File: config.mk
export PLATFORM = sky130hd
export DESIGN_NAME = lsu_mem_initiator
export DESIGN_NICKNAME = d
export VERILOG_FILES = /design/src/rtl/lsu_mem_initiator.sv
export SDC_FILE = /design/constraint.sdc
export NUM_CORES = 1
export LEC_CHECK = 0
export CORE_MARGIN = 5
export CORE_UTILIZATION = 40
export CTS_CLUSTER_DIAMETER = 200
export DETAILED_ROUTE_END_ITERATION = 8
export DONT_BUFFER_PORTS = 1
export GPL_ROUTABILITY_DRIVEN = 0
export SYNTH_ARGS = -nofsm -noshare
export SYNTH_HDL_FRONTEND = slang
export SYNTH_SLANG_ARGS = --single-unit
File: constraint.sdc
create_clock -name clk -period 2.7 [get_ports clk]
set_input_delay 0.54 -clock clk [delete_from_list [all_inputs] [get_ports clk]]
set_output_delay 0.54 -clock clk [all_outputs]
set_load 0.02 [all_outputs]
File: src/rtl/lsu_mem_initiator.sv
// RV32I load/store initiator to a word-addressed data memory; sub-word stores are read-modify-write.
// Latency from accept: load/SW 2, SB/SH 3, error 1. Optional macro LSU_MISALIGN_TRAP_EN traps misaligned accesses.
module lsu_mem_initiator #(
    parameter int DEPTH_WORDS = 16
) (
    input  logic        clk,
    input  logic        reset,
    input  logic        req_valid,
    output logic        req_ready,
    input  logic        req_we,
    input  logic [2:0]  req_funct3,
    input  logic [31:0] req_addr,
    input  logic [31:0] req_wdata,
    output logic        resp_valid,
    output logic [31:0] resp_rdata,
    output logic        resp_err,
    output logic [31:0] mem_addr,
    output logic [31:0] mem_write_data,
    output logic        mem_read_en,
    output logic        mem_write_en,
    input  logic [31:0] mem_read_data
);

    localparam logic [2:0] S_IDLE  = 3'd0;
    localparam logic [2:0] S_READ  = 3'd1;
    localparam logic [2:0] S_WRITE = 3'd2;
    localparam logic [2:0] S_RESP  = 3'd3;
    localparam logic [2:0] S_ERR   = 3'd4;

    localparam logic [29:0] DEPTH_W = 30'(DEPTH_WORDS);

    logic [2:0]  state;
    logic        we_q;
    logic [2:0]  funct3_q;
    logic [31:0] addr_q;
    logic [31:0] wdata_q;
    logic [31:0] rbuf;
    logic [31:0] rdata_q;

    logic        illegal;
    logic        oob;
    logic        misal;
    logic        bad_req;
    logic [31:0] load_ext;
    logic [31:0] merged;

    // Request checks are made on the live request, before anything is latched.
    always_comb begin
        illegal = 1'b0;
        if (req_we)
            illegal = (req_funct3 > 3'd2);
        else
            illegal = (req_funct3 == 3'd3) || (req_funct3 == 3'd6) || (req_funct3 == 3'd7);
    end

    assign oob = (req_addr[31:2] >= DEPTH_W);

`ifdef LSU_MISALIGN_TRAP_EN
    assign misal = ((req_funct3[1:0] == 2'b01) && req_addr[0]) ||
                   ((req_funct3[1:0] == 2'b10) && (req_addr[1:0] != 2'b00));
`else
    assign misal = 1'b0;
`endif

    assign bad_req = illegal || oob || misal;

    // Load extraction works on the raw memory word so the result can be registered on the READ edge.
    always_comb begin
        load_ext = mem_read_data;
        case (funct3_q)
            3'd0, 3'd4: begin
                case (addr_q[1:0])
                    2'd0:    load_ext = {24'd0, mem_read_data[7:0]};
                    2'd1:    load_ext = {24'd0, mem_read_data[15:8]};
                    2'd2:    load_ext = {24'd0, mem_read_data[23:16]};
                    default: load_ext = {24'd0, mem_read_data[31:24]};
                endcase
                if (funct3_q == 3'd0)
                    load_ext[31:8] = {24{load_ext[7]}};
            end
            3'd1, 3'd5: begin
                load_ext = addr_q[1] ? {16'd0, mem_read_data[31:16]}
                                     : {16'd0, mem_read_data[15:0]};
                if (funct3_q == 3'd1)
                    load_ext[31:16] = {16{load_ext[15]}};
            end
            default: load_ext = mem_read_data;
        endcase
    end

    always_comb begin
        merged = rbuf;
        case (funct3_q)
            3'd0: begin
                case (addr_q[1:0])
                    2'd0:    merged = {rbuf[31:8], wdata_q[7:0]};
                    2'd1:    merged = {rbuf[31:16], wdata_q[7:0], rbuf[7:0]};
                    2'd2:    merged = {rbuf[31:24], wdata_q[7:0], rbuf[15:0]};
                    default: merged = {wdata_q[7:0], rbuf[23:0]};
                endcase
            end
            3'd1:    merged = addr_q[1] ? {wdata_q[15:0], rbuf[15:0]}
                                        : {rbuf[31:16], wdata_q[15:0]};
            default: merged = wdata_q;
        endcase
    end

    always_ff @(posedge clk) begin
        if (reset) begin
            state    <= S_IDLE;
            we_q     <= 1'b0;
            funct3_q <= 3'd0;
            addr_q   <= 32'd0;
            wdata_q  <= 32'd0;
            rbuf     <= 32'd0;
            rdata_q  <= 32'd0;
        end else begin
            // rdata_q is nonzero only in the cycle following a load's READ, i.e. in RESP.
            rdata_q <= ((state == S_READ) && !we_q) ? load_ext : 32'd0;
            case (state)
                S_IDLE: begin
                    if (req_valid) begin
                        we_q     <= req_we;
                        funct3_q <= req_funct3;
                        addr_q   <= req_addr;
                        wdata_q  <= req_wdata;
                        if (bad_req)
                            state <= S_ERR;
                        else if (req_we && (req_funct3 == 3'd2))
                            state <= S_WRITE;
                        else
                            state <= S_READ;
                    end
                end
                S_READ: begin
                    rbuf  <= mem_read_data;
                    state <= we_q ? S_WRITE : S_RESP;
                end
                S_WRITE: state <= S_RESP;
                default: state <= S_IDLE;
            endcase
        end
    end

    assign req_ready      = (state == S_IDLE);
    assign resp_valid     = !reset && ((state == S_RESP) || (state == S_ERR));
    assign resp_err       = !reset && (state == S_ERR);
    assign resp_rdata     = rdata_q;
    assign mem_addr       = {addr_q[31:2], 2'b00};
    assign mem_read_en    = !reset && (state == S_READ);
    assign mem_write_en   = !reset && (state == S_WRITE);
    assign mem_write_data = (state == S_WRITE) ? merged : 32'd0;

endmodule
# After elaboration in Yosys (flattened, before gate mapping)
# Cells that the tools add are included.
[totals] ff_bits=135 latchBits=0 ram_bits=0 mem_bits_ro=0 output_inout_bits=101 mem_count=0
[op_classes] add_sub_neg=0 multipliers=0 n_div=0 magnitude_cmp=2 n_eq_ne=14 shifts=0 n_mux=15 bitwise_logic=1 reduce_logical=19
[ops] cell="32-bit one-hot mux with 2 select lines" count=2
[ops] cell="32-bit one-hot mux with 3 select lines" count=1
[ops] cell="32-bit 2-to-1 mux" count=2
[ops] cell="16-bit 2-to-1 mux" count=2
[ops] cell="30-bit by 5-bit >= comparator with 1-bit output, second input constant" count=1
[ops] cell="24-bit 2-to-1 mux" count=1
[ops] cell="8-bit one-hot mux with 3 select lines" count=1
[ops] cell="3-bit == test, second input constant" count=5
[ops] cell="3-bit by 2-bit == test with 1-bit output, second input constant" count=4
[ops] cell="3-bit one-hot mux with 3 select lines" count=1
[ops] cell="3-bit by 1-bit == test with 1-bit output, second input constant" count=2
[ops] cell="1-bit logical AND" count=6
[ops] cell="3-bit logical NOT" count=2
[ops] cell="3-bit 2-to-1 mux" count=2
[ops] cell="2-bit OR reduction" count=3
[ops] cell="1-bit logical OR" count=4
[ops] cell="3-bit by 2-bit > comparator with 1-bit output, second input constant" count=1
[ops] cell="2-bit by 1-bit == test with 1-bit output, second input constant" count=1
[ops] cell="2-bit == test, second input constant" count=1
[ops] cell="1-bit logical NOT" count=2
[ops] cell="2-bit logical NOT" count=1
[ops] cell="1-bit 2-to-1 mux" count=2
[ops] cell="2-bit 2-to-1 mux" count=1
[ops] cell="2-bit inequality test, second input constant" count=1
[ops] cell="other kinds (2)" count=2

# Longest topological paths before layout
# Gate-level depths: netlist of run 1.
[depth] ltp_word=8 ltp_mapped=8 depth_no_buf=4

# Worst setup path before layout of run 1
# OpenSTA, ideal clock, no wires.
[synth_timing] path_type="register to output" start="reg addr_q[1]" end="out mem_write_data[16]" t_arrival_ns=1.992 setup_slack_ns=0.168 stages_incl_launch_ff=7 cell_sequence="dfxtp_1 buf_2 buf_2 buf_1 nand2_1 mux2i_1 a211oi_1"
[synth_via] elab_chain_cells=4 elab_cells_between_ends=7 cone_classes="eq/ne: 2; mux: 4; reduce/logical: 1"
[synth_lines] element="start: declaration" line="35" text="logic [31:0] addr_q;"
[synth_lines] element="start signal: assignment" line="125" text="addr_q <= req_addr;"
[synth_lines] element="2-bit == test (tied with other cells)" line="95" text="case (addr_q[1:0])"
[synth_lines] element="32-bit one-hot mux with 3 select lines" line="95"
[synth_lines] element="32-bit one-hot mux with 2 select lines (*)" line="93" text="case (funct3_q)"
[synth_lines] element="32-bit 2-to-1 mux (*)" line="152" text="assign mem_write_data = (state == S_WRITE) ? merged : 32'd0;"
[synth_lines] element="end: declaration" line="18" text="output logic [31:0] mem_write_data,"
# Every way passes the cells marked *; elsewhere a longest branch is shown, timed or not.

# Worst setup path after layout of run 1
[layout_timing] start="reg funct3_q[0]" end="out mem_write_data[5]"
[layout_via] elab_chain_cells=3 elab_cells_between_ends=4 cone_classes="eq/ne: 1; mux: 2; reduce/logical: 1"
[layout_lines] element="start: declaration" line="34" text="logic [2:0] funct3_q;"
[layout_lines] element="start signal: assignment" line="124" text="funct3_q <= req_funct3;"
[layout_lines] element="3-bit by 1-bit == test with 1-bit output or 3-bit logical NOT (tied branches)" line="93"
[layout_lines] element="32-bit one-hot mux with 2 select lines (*)" line="93"
[layout_lines] element="32-bit 2-to-1 mux (*)" line="152"
# Marks and branches as above.

==> impl_metrics.yaml, run 1 <==
floorplanning:
  rows: 44
  dieArea_um2: 17400
  fp.dieW_um: 131.9
  die_h_um: 131.9
  start_util_pct: 40.89
  pin_count: 204
  core_um2: 14530
yosys:
  yosys_warnings: 0
  yosys.area.top_type: "dfxtp_1"
  synthTopCellsByArea: "dfxtp_1 (45%), nand2_1 (15%), a21oi_1 (12%)"
  synth_top_area_share_pct: 45.47
  ys_types: 41
  ys_ff_latch: 135
  synth-seq-area-share_pct: 45.47
  ys.flop_type: "dfxtp_1"
  syn-cell-area_um2: 5943
  synth-edff-count: 0
  async_flop_share_pct: 0
  synthCells: 772
  syn_area_per_cell_um2: 7.698
critical_path:
  critPathMaxStageDelay_ns: 0.34
  path_class: "flip-flop to output pin"
  reg2reg_from: "addr_q[1]$_SDFFE_PP0P_"
  cpMaxStageDelayCell: "dfxtp_1"
  worstPathCellList: "nand2b_1 -> buf_4 -> a21oi_1 -> buf_4 -> nand3_1 -> a21oi_1 -> buf_4"
  crit_path_end_kind: "output pin"
  cp_max_fo: 18
  startpoint: "funct3_q[0]$_SDFFE_PP0P_"
  crit_top_cell: "buf_4"
  start_kind: "flip-flop"
  cp_data_arrival_time_ns: 2.06
  critPathRequiredTime_ns: 2.16
sta:
  tns_ns: 0
  worst_slack_ns: 0.09958
  timing.fmax_mhz: 384.6
  relSlewSlack_pct: 21.29
  slew_violations: 0
  hold_viol: 0
  rsz0062_at_grt: "yes"
  skew_ns: 0.007628
  finalCritPeriodShare_pct: 96.31
  finalSetupViolCount: 0
  fin_crit_ns: 2.600
  max_slew.worst_pin.slew_ns: 1.175
cts:
  clk_latency_ns: 0.41
  cts_max_path_buffers: 2
  cts_tree: "built"
  cts_made_buffers: 17
  clock_sinks: 135
  root_buffer: "clkbuf_16"
  h-tree-depth: 4
  clk_pin_slew_worst_paths_ns: 0.05
global_route:
  antenna_found_initial: 0
  grt-ovfl-total: 0
  grt_pass1_vias: 5168
  grt_use_total_pct: 20.57
  grt_max_degree: 111
  grt_pass1_wl_mm: 28.81
layout:
  drive_gt1_share_pct: 13.73
  fin_cells: 949
  antenna_cells: 0
  utilization_pct: 46.20
  flow.area_growth_from_synthesis_pct: 12.99
  nets: 856
  layout_commonest_cell: "nand2_1"
  layout_common_cells: "nand2_1 (238), a21oi_1 (138), dfxtp_1 (134)"
  num-fill-cells: 1475
run:
  max_cap_violations: 0
power_and_ir_drop:
  power.density_nw_per_um2: 718.7
  peakVddDrop_mv: 0.4665
  p_leak_nw: 2.485
placement:
  preCtsSetupSlack_ns: 0.3732
  dp_hpwl_mm: 13.76
  dp.cells: 918
  io_buffer_count: 0
worst_hold_path:
  min_from: "reset"
  hold_class: "input pin to flip-flop"
drt:
  antenna_left: 0
  first_pass_iters: 5
  finalWirelength_mm: 18.70
  drt_iter0_markers: 457
  vias: 5342
  drc: 0
  wire_per_inst_um: 19.70
  via_per_inst: 5.629
run_status:
  status: "completed"
## metrics by stage
step,hold WS (ns),power (mW),area (µm²)
2_1_floorplan,0.4357,2.474,5947
3_3_place_gp,0.4400,2.499,6097
3_5_place_dp,0.4462,2.511,6097
4_1_cts,0.1802,4.863,6699
5_1_grt,0.1793,5.005,6715
6_report,0.2102,4.826,6715
## logic make-up (layout without fill, tap and decap cells)
kind of cell	Yosys count	after routing	synth area share, %
AO/OA/AOI/OAI	206	206	21.28
multiplexers	18	18	3.179
other	1	2	0.06310
buffers and inverters	105	97	9.179
AND/OR/NAND/NOR	307	307	20.82
flip-flops	135	135	45.47
## area by class of cell
| class | instances | area (µm²) | share of cell area (%) |
|---|---|---|---|
| clock inverters | 8 | 121.4 | 1.807 |
| repair buffers | 49 | 400.4 | 5.962 |
| multi-input cells | 533 | 2718 | 40.47 |
| well taps | 184 | 230.2 | 3.428 |
| flip-flops and latches | 135 | 2704 | 40.26 |
| clock buffers | 23 | 478.0 | 7.118 |
| inverters | 17 | 63.81 | 0.9503 |
## repair_timing
action                                  CTS  global route
gates resized for setup                   1             7
endpoints found under the hold margin     0             0
buffers inserted                          0             0
endpoints found under the setup margin    8            14
hold buffers                              0             0
pin swaps                                 0             1
## routing by layer
metal	vias to the layer above	global-route usage, %	part of all wire [%]
li1	2560	-	-
met1	2518	24.52	40
met2	231	34.42	49
met3	33	6.832	8.4
met4	0	7.657	2.6
met5	-	0	0
## state kept, by name, summed over array words and instances (netlist names)
register    cells
addr_q         32
funct3_q        3
rbuf           32
wdata_q        32
resp_rdata     32
we_q            1
state           3
## final timing paths
path | cells past startpoint | end | slack [ns]
hold / removal | 1 | rbuf[20]$_SDFFE_PP0N_ | 0.21
hold reg to reg | 2 | rbuf[24]$_SDFFE_PP0N_ | 0.46
setup reg to reg | 4 | resp_rdata[21]$_SDFF_PP0_ | 0.49
setup / recovery | 7 | mem_write_data[5] | 0.1
## Yosys cell counts, types with 3 or more instances
library cell and n:
buf_4 32, mux2i_1 11, a22oi_1 16, a21oi_1 138
o221a_2 7, a211oi_1 9, nor3_1 6, nand3_1 8
clkbuf_1 44, a31oi_1 7, nor4_1 6, buf_6 3
a21o_1 3, buf_2 7, a221oi_1 6, a221oi_2 3
a222oi_1 8, dfxtp_1 135, inv_1 17, mux2_2 7
o21ai_0 3, nor2_1 34, nand2_1 240
## power by group
group / switching [mW] / total, mW / leakage (nW) / internal [mW]
Sequential: 0.0884 / 2.14 / 1.10 / 2.05
Combinational: 0.221 / 0.334 / 1.09 / 0.113
Clock: 0.831 / 2.35 / 0.293 / 1.52
## critical path, delay by kind of cell, from the launching register on
kind / cells / cell delay [ns]
compound gates: 2 / 0.43
buf+inv: 3 / 0.59
flops: 1 / 0.34
simple gates: 2 / 0.29
No activity file was read; power rests on OpenSTA's default activity.
==> inputs of run 2 (changes only) <==
Settings changed: CAP_MARGIN set to 20, REMOVE_ABC_BUFFERS set to 1.
==> impl_metrics.yaml, run 2 (synthesized netlist as in run 1, its figures left out) <==
run_status:
  status: "completed"
global_route:
  grt-ovfl-total: 0
  antenna_found_initial: 0
  grt_use_total_pct: 21.04
  grt_pass1_vias: 5301
  grt_pass1_wl_mm: 29.28
  grt_max_degree: 111
sta:
  rsz0062_at_grt: "yes"
  fin_crit_ns: 2.542
  timing.fmax_mhz: 393.4
  relSlewSlack_pct: 36.12
  finalCritPeriodShare_pct: 94.15
  finalSetupViolCount: 0
  worst_slack_ns: 0.1579
  max_slew.worst_pin.slew_ns: 0.9583
  slew_violations: 0
  skew_ns: 0.005562
  hold_viol: 0
cts:
  cts_made_buffers: 17
  cts_resized: 1
  postCtsSetupBuffers: 0
  root_buffer: "clkbuf_16"
  cts-hold-fix-buffers: 0
  h-tree-depth: 4
  cts_max_path_buffers: 2
  clk_pin_slew_worst_paths_ns: 0.06
  clk_latency_ns: 0.41
  cts_tree: "built"
  clock_sinks: 135
power_and_ir_drop:
  pwr-share-comb_pct: 7.2
  pwr-share-seq_pct: 44.9
  pwr-share-clk_pct: 47.9
  total_power_mw: 4.772
  power.density_nw_per_um2: 709.2
  p_leak_nw: 2.492
  peakVddDrop_mv: 0.4333
  p_sw_mw: 1.168
  p_int_mw: 3.604
  p_sw_share_pct: 24.48
floorplanning:
  core_um2: 14530
  start_util_pct: 40.89
  fp.dieW_um: 131.9
  dieArea_um2: 17400
  pin_count: 204
  die_h_um: 131.9
  rows: 44
critical_path:
  path_buf_inv: 1
  worstPathCellList: "or2_4 -> a21o_2 -> a222oi_1 -> nor2_1 -> buf_4"
  startpoint: "funct3_q[2]$_SDFFE_PP0P_"
  cp_data_arrival_time_ns: 2.00
  critPathRequiredTime_ns: 2.16
  critPathMaxStageDelay_ns: 0.39
  reg2reg_from: "state[0]$_SDFFE_PP0P_"
  cp_max_fo: 14
  cp_top_family: "compound AO/OA/AOI/OAI gates"
  path_class: "flip-flop to output pin"
  crit_path_end_kind: "output pin"
  start_kind: "flip-flop"
  cpMaxStageDelayCell: "a222oi_1"
layout:
  antenna_cells: 0
  num-fill-cells: 1448
  utilization_pct: 46.30
  flow.area_growth_from_synthesis_pct: 13.22
  drive_gt1_share_pct: 14.43
  multi_input_area_um2: 2718
  layout_common_cells: "nand2_1 (238), a21oi_1 (138), dfxtp_1 (134)"
  seqCellArea_um2: 2704
  layout_commonest_cell: "nand2_1"
  nets: 859
drt:
  finalWirelength_mm: 18.63
  first_pass_iters: 5
  drt_iter0_markers: 374
  via_per_inst: 5.617
  wire_per_inst_um: 19.54
  vias: 5353
  drc: 0
  antenna_left: 0
placement:
  preCtsSetupSlack_ns: 0.4521
  dp_hpwl_mm: 13.46
  io_buffer_count: 0
run:
  max_cap_violations: 0
worst_hold_path:
  hold_class: "input pin to flip-flop"
  min_from: "reset"
-- run 2: changes by cell type in the layout (fill, tap and decap cells not counted) --
cell,before,now
a21o_1,1,2
a21o_2,2,1
buf_4,45,49
buf_6,2,1
bufinv_16,3,2
clkbuf_1,3,1
clkinv_4,1,3
clkinvlp_4,1,3
o21a_1,2,1
o21a_2,0,1
-- run 2: layout make-up --
class	instances	share of cell area, %
Multi-Input combinational cell	533	40.39
Clock inverter	11	1.841
Clock buffer	21	6.991
Sequential cell	135	40.18
Timing Repair Buffer	52	6.229
Tap cell	184	3.421
Inverter	17	0.9483
-- run 2: per-stage QoR --
stage,cell area [µm²],setup TNS (ns),std cells,hold WS [ns]
after global placement,6122,0,921,0.4388
final,6729,0,953,0.1936
after floorplan,5465,-4.696,685,0.4297
after detailed placement,6122,0,921,0.4436
after global routing,6729,-0.008887,953,0.1692
after CTS,6718,0,953,0.1826
-- run 2: final timing paths --
kind                                to  slack, ns  cells after the start
max                 mem_write_data[14]       0.16                      5
min            addr_q[25]$_SDFFE_PP0P_       0.19                      1
max reg2reg  resp_rdata[10]$_SDFF_PP0_       0.68                      3
min reg2reg   wdata_q[25]$_SDFFE_PP0P_       0.46                      2
-- run 2: layer usage --
metal	vias to the layer above	global-route usage [%]	routed length [µm]	part of all wire (%)
li1	2561	-	-	-
met5	-	0	0	0
met4	0	6.571	328	1.8
met1	2521	25.66	7497	40
met3	21	8.702	1911	10
met2	250	33.89	8886	48
-- run 2: worst reg2reg max path, cell delays in order (launching register included) --
cell and delay, ns:
dfxtp_1 0.45, or3b_1 0.39, or3_1 0.71, a221oi_1 0.38
-- run 2: power by group through the flow --
stage / Combinational [mW] / Clock, mW / Sequential (mW)
floorplan: 0.225 / 0 / 2.17
global placement: 0.331 / 0 / 2.18
detailed placement: 0.342 / 0 / 2.18
CTS: 0.343 / 2.33 / 2.14
global route: 0.387 / 2.45 / 2.15
finish: 0.345 / 2.28 / 2.14
==> variant, RTL diff (settings of run 2) <==
Add a define of `LSU_MISALIGN_TRAP_EN`.
--- a/src/rtl/lsu_mem_initiator.sv
+++ b/src/rtl/lsu_mem_initiator.sv
@@ -1,5 +1,7 @@
 // RV32I load/store initiator to a word-addressed data memory; sub-word stores are read-modify-write.
 // Latency from accept: load/SW 2, SB/SH 3, error 1. Optional macro LSU_MISALIGN_TRAP_EN traps misaligned accesses.
+`define LSU_MISALIGN_TRAP_EN
+
 module lsu_mem_initiator #(
     parameter int DEPTH_WORDS = 16
 ) (
Behaviour: not the same (Yosys sat finds a counterexample within 4 cycles, from zero or initial values and one cycle with reset high).
==> variant against run 2 <==
Wire length rose by 1.5%. Sequential power barely moved. Maximum frequency fell by 1.8%. Register-to-register slack got worse by 0.19 ns. Design area rose by 1.2%. Setup slack got worse by 0.048 ns. Area after synthesis rose by 1.2%. Non-clock buffer count fell by 3. Sequential cell count did not move. Sequential share of layout area fell by 0.45 points. Core utilization rose by 0.19 points. Total power rose by 5.8%. Global-route usage fell by 0.12 points.
==> variant: results (changes against run 2) <==
Drt
The detailed route wirelength on metal2 is 8.31 mm (-6.4%). The wire length on met1 was 7.70 mm (+2.8%). The post-detailed-route wirelength per cell was 19.5 um (-0.40%).

The wire length on met3 came to 2.29 mm (+20%). The count of routing violations after the opening detailed-route iteration is 410 (+9.6%).

Critical path
The critical path's largest stage delay came to 0.43 ns (+0.04 ns). The top fanout value on the critical path is 10 (-4). The cell family with the largest share of critical-path delay is simple AND/OR/NAND/NOR gates.

Layout
The filler-free cell count of the finished design was 971 (+1.9%). The net count of the finished layout came to 877 (+2.1%). The share of cells above drive strength 1 is 0.137 (-0.00711).

Power and ir drop
The maximum VDD drop was 443 uV (+2.3%). The leakage power is 2.45 nW (-1.7%).

Global routing
The overall global routing resource usage is 0.209 (-0.00124). The maximum number of pins on one net before global-route repair is 110 (-0.90%). The wire length of the first global-routing pass is 29.4 mm (+0.33%).

The number of global-route vias before repair is 5,497 (+3.7%).

Outcome
The run finished with clean final reports.

Logic synthesis
The post-synthesis cell count is 800 (+3.6%). Ranked by instance count, the synthesized netlist is headed by sky130_fd_sc_hd__nand2_1 (253), sky130_fd_sc_hd__a21oi_1 (136), sky130_fd_sc_hd__dfxtp_1 (135), sky130_fd_sc_hd__clkbuf_1 (48), sky130_fd_sc_hd__nor2_1 (37). After synthesis, the cell types taking the most area are sky130_fd_sc_hd__dfxtp_1 (45%), sky130_fd_sc_hd__nand2_1 (16%), sky130_fd_sc_hd__a21oi_1 (11%).

The number of different library cells in the post-synthesis netlist is 46 (+12%). The sequential share of the synthesized area is 0.449 (-0.00558).

Placement
The HPWL after detailed placement is 13.6 mm (+1.4%). The setup slack after placement is 0.451 ns (-0.00126 ns). The number of placed instances with taps included is 939 (+2.0%).

STA
The worst slew slack as a fraction of its limit is 0.372 (+0.0104). The worst-case clock skew is 0.00751 ns (+0.00195 ns).
variant: cell type report:
type,instances,area [um2]
Fill cell,1456,7840
Multi-Input combinational cell,555,2770
Sequential cell,135,2710
Clock buffer,21,470
Timing Repair Buffer,49,380
Tap cell,184,230
Clock inverter,11,194
Inverter,16,60.1
variant: routing by layer:
layer,up-vias,track usage
met1,2568,0.263
li1,2638,-
met4,0,0.0964
met2,286,0.313
met5,-,0
met3,41,0.0854
variant: path summary, 6_finish.rpt:
path | cells after the start | slack [ns] | startpoint | end
max | 6 | 0.11 | addr_q[1] | mem_write_data[14]
max reg2reg | 5 | 0.49 | addr_q[1] | resp_rdata[12]
min | 1 | 0.19 | reset | addr_q[11]
min reg2reg | 2 | 0.45 | rbuf[6] | rbuf[6]
variant: per-stage QoR:
step	power, W	hold slack, ns	util
2_1_floorplan	0.00240	0.430	-
4_1_cts	0.00509	0.179	0.464
3_5_place_dp	0.00251	0.442	0.419
5_1_grt	0.00524	0.183	0.465
6_report	0.00505	0.194	0.465
3_3_place_gp	0.00250	0.438	0.418
variant: cells by family after synthesis:
logic type	Yosys count	share of synthesized area
and+or+nand+nor	339	0.230
AOI/OAI and AO/OA	204	0.208
DFF	135	0.449
muxes	10	0.0181
buffers and inverters	111	0.0940
other	1	0.000623
variant: power by group:
part	total [W]	internal [W]	switching, W
clock	0.00257	0.00171	0.000857
combinational	0.000336	0.000110	0.000226
sequential	0.00214	0.00205	0.0000896
variant: timing repair:
item | in CTS | in global routing
gates resized for setup | 1 | 6
setup endpoints to repair | 3 | 15
endpoints found under the hold margin | 0 | 0
buffers inserted | 0 | 0
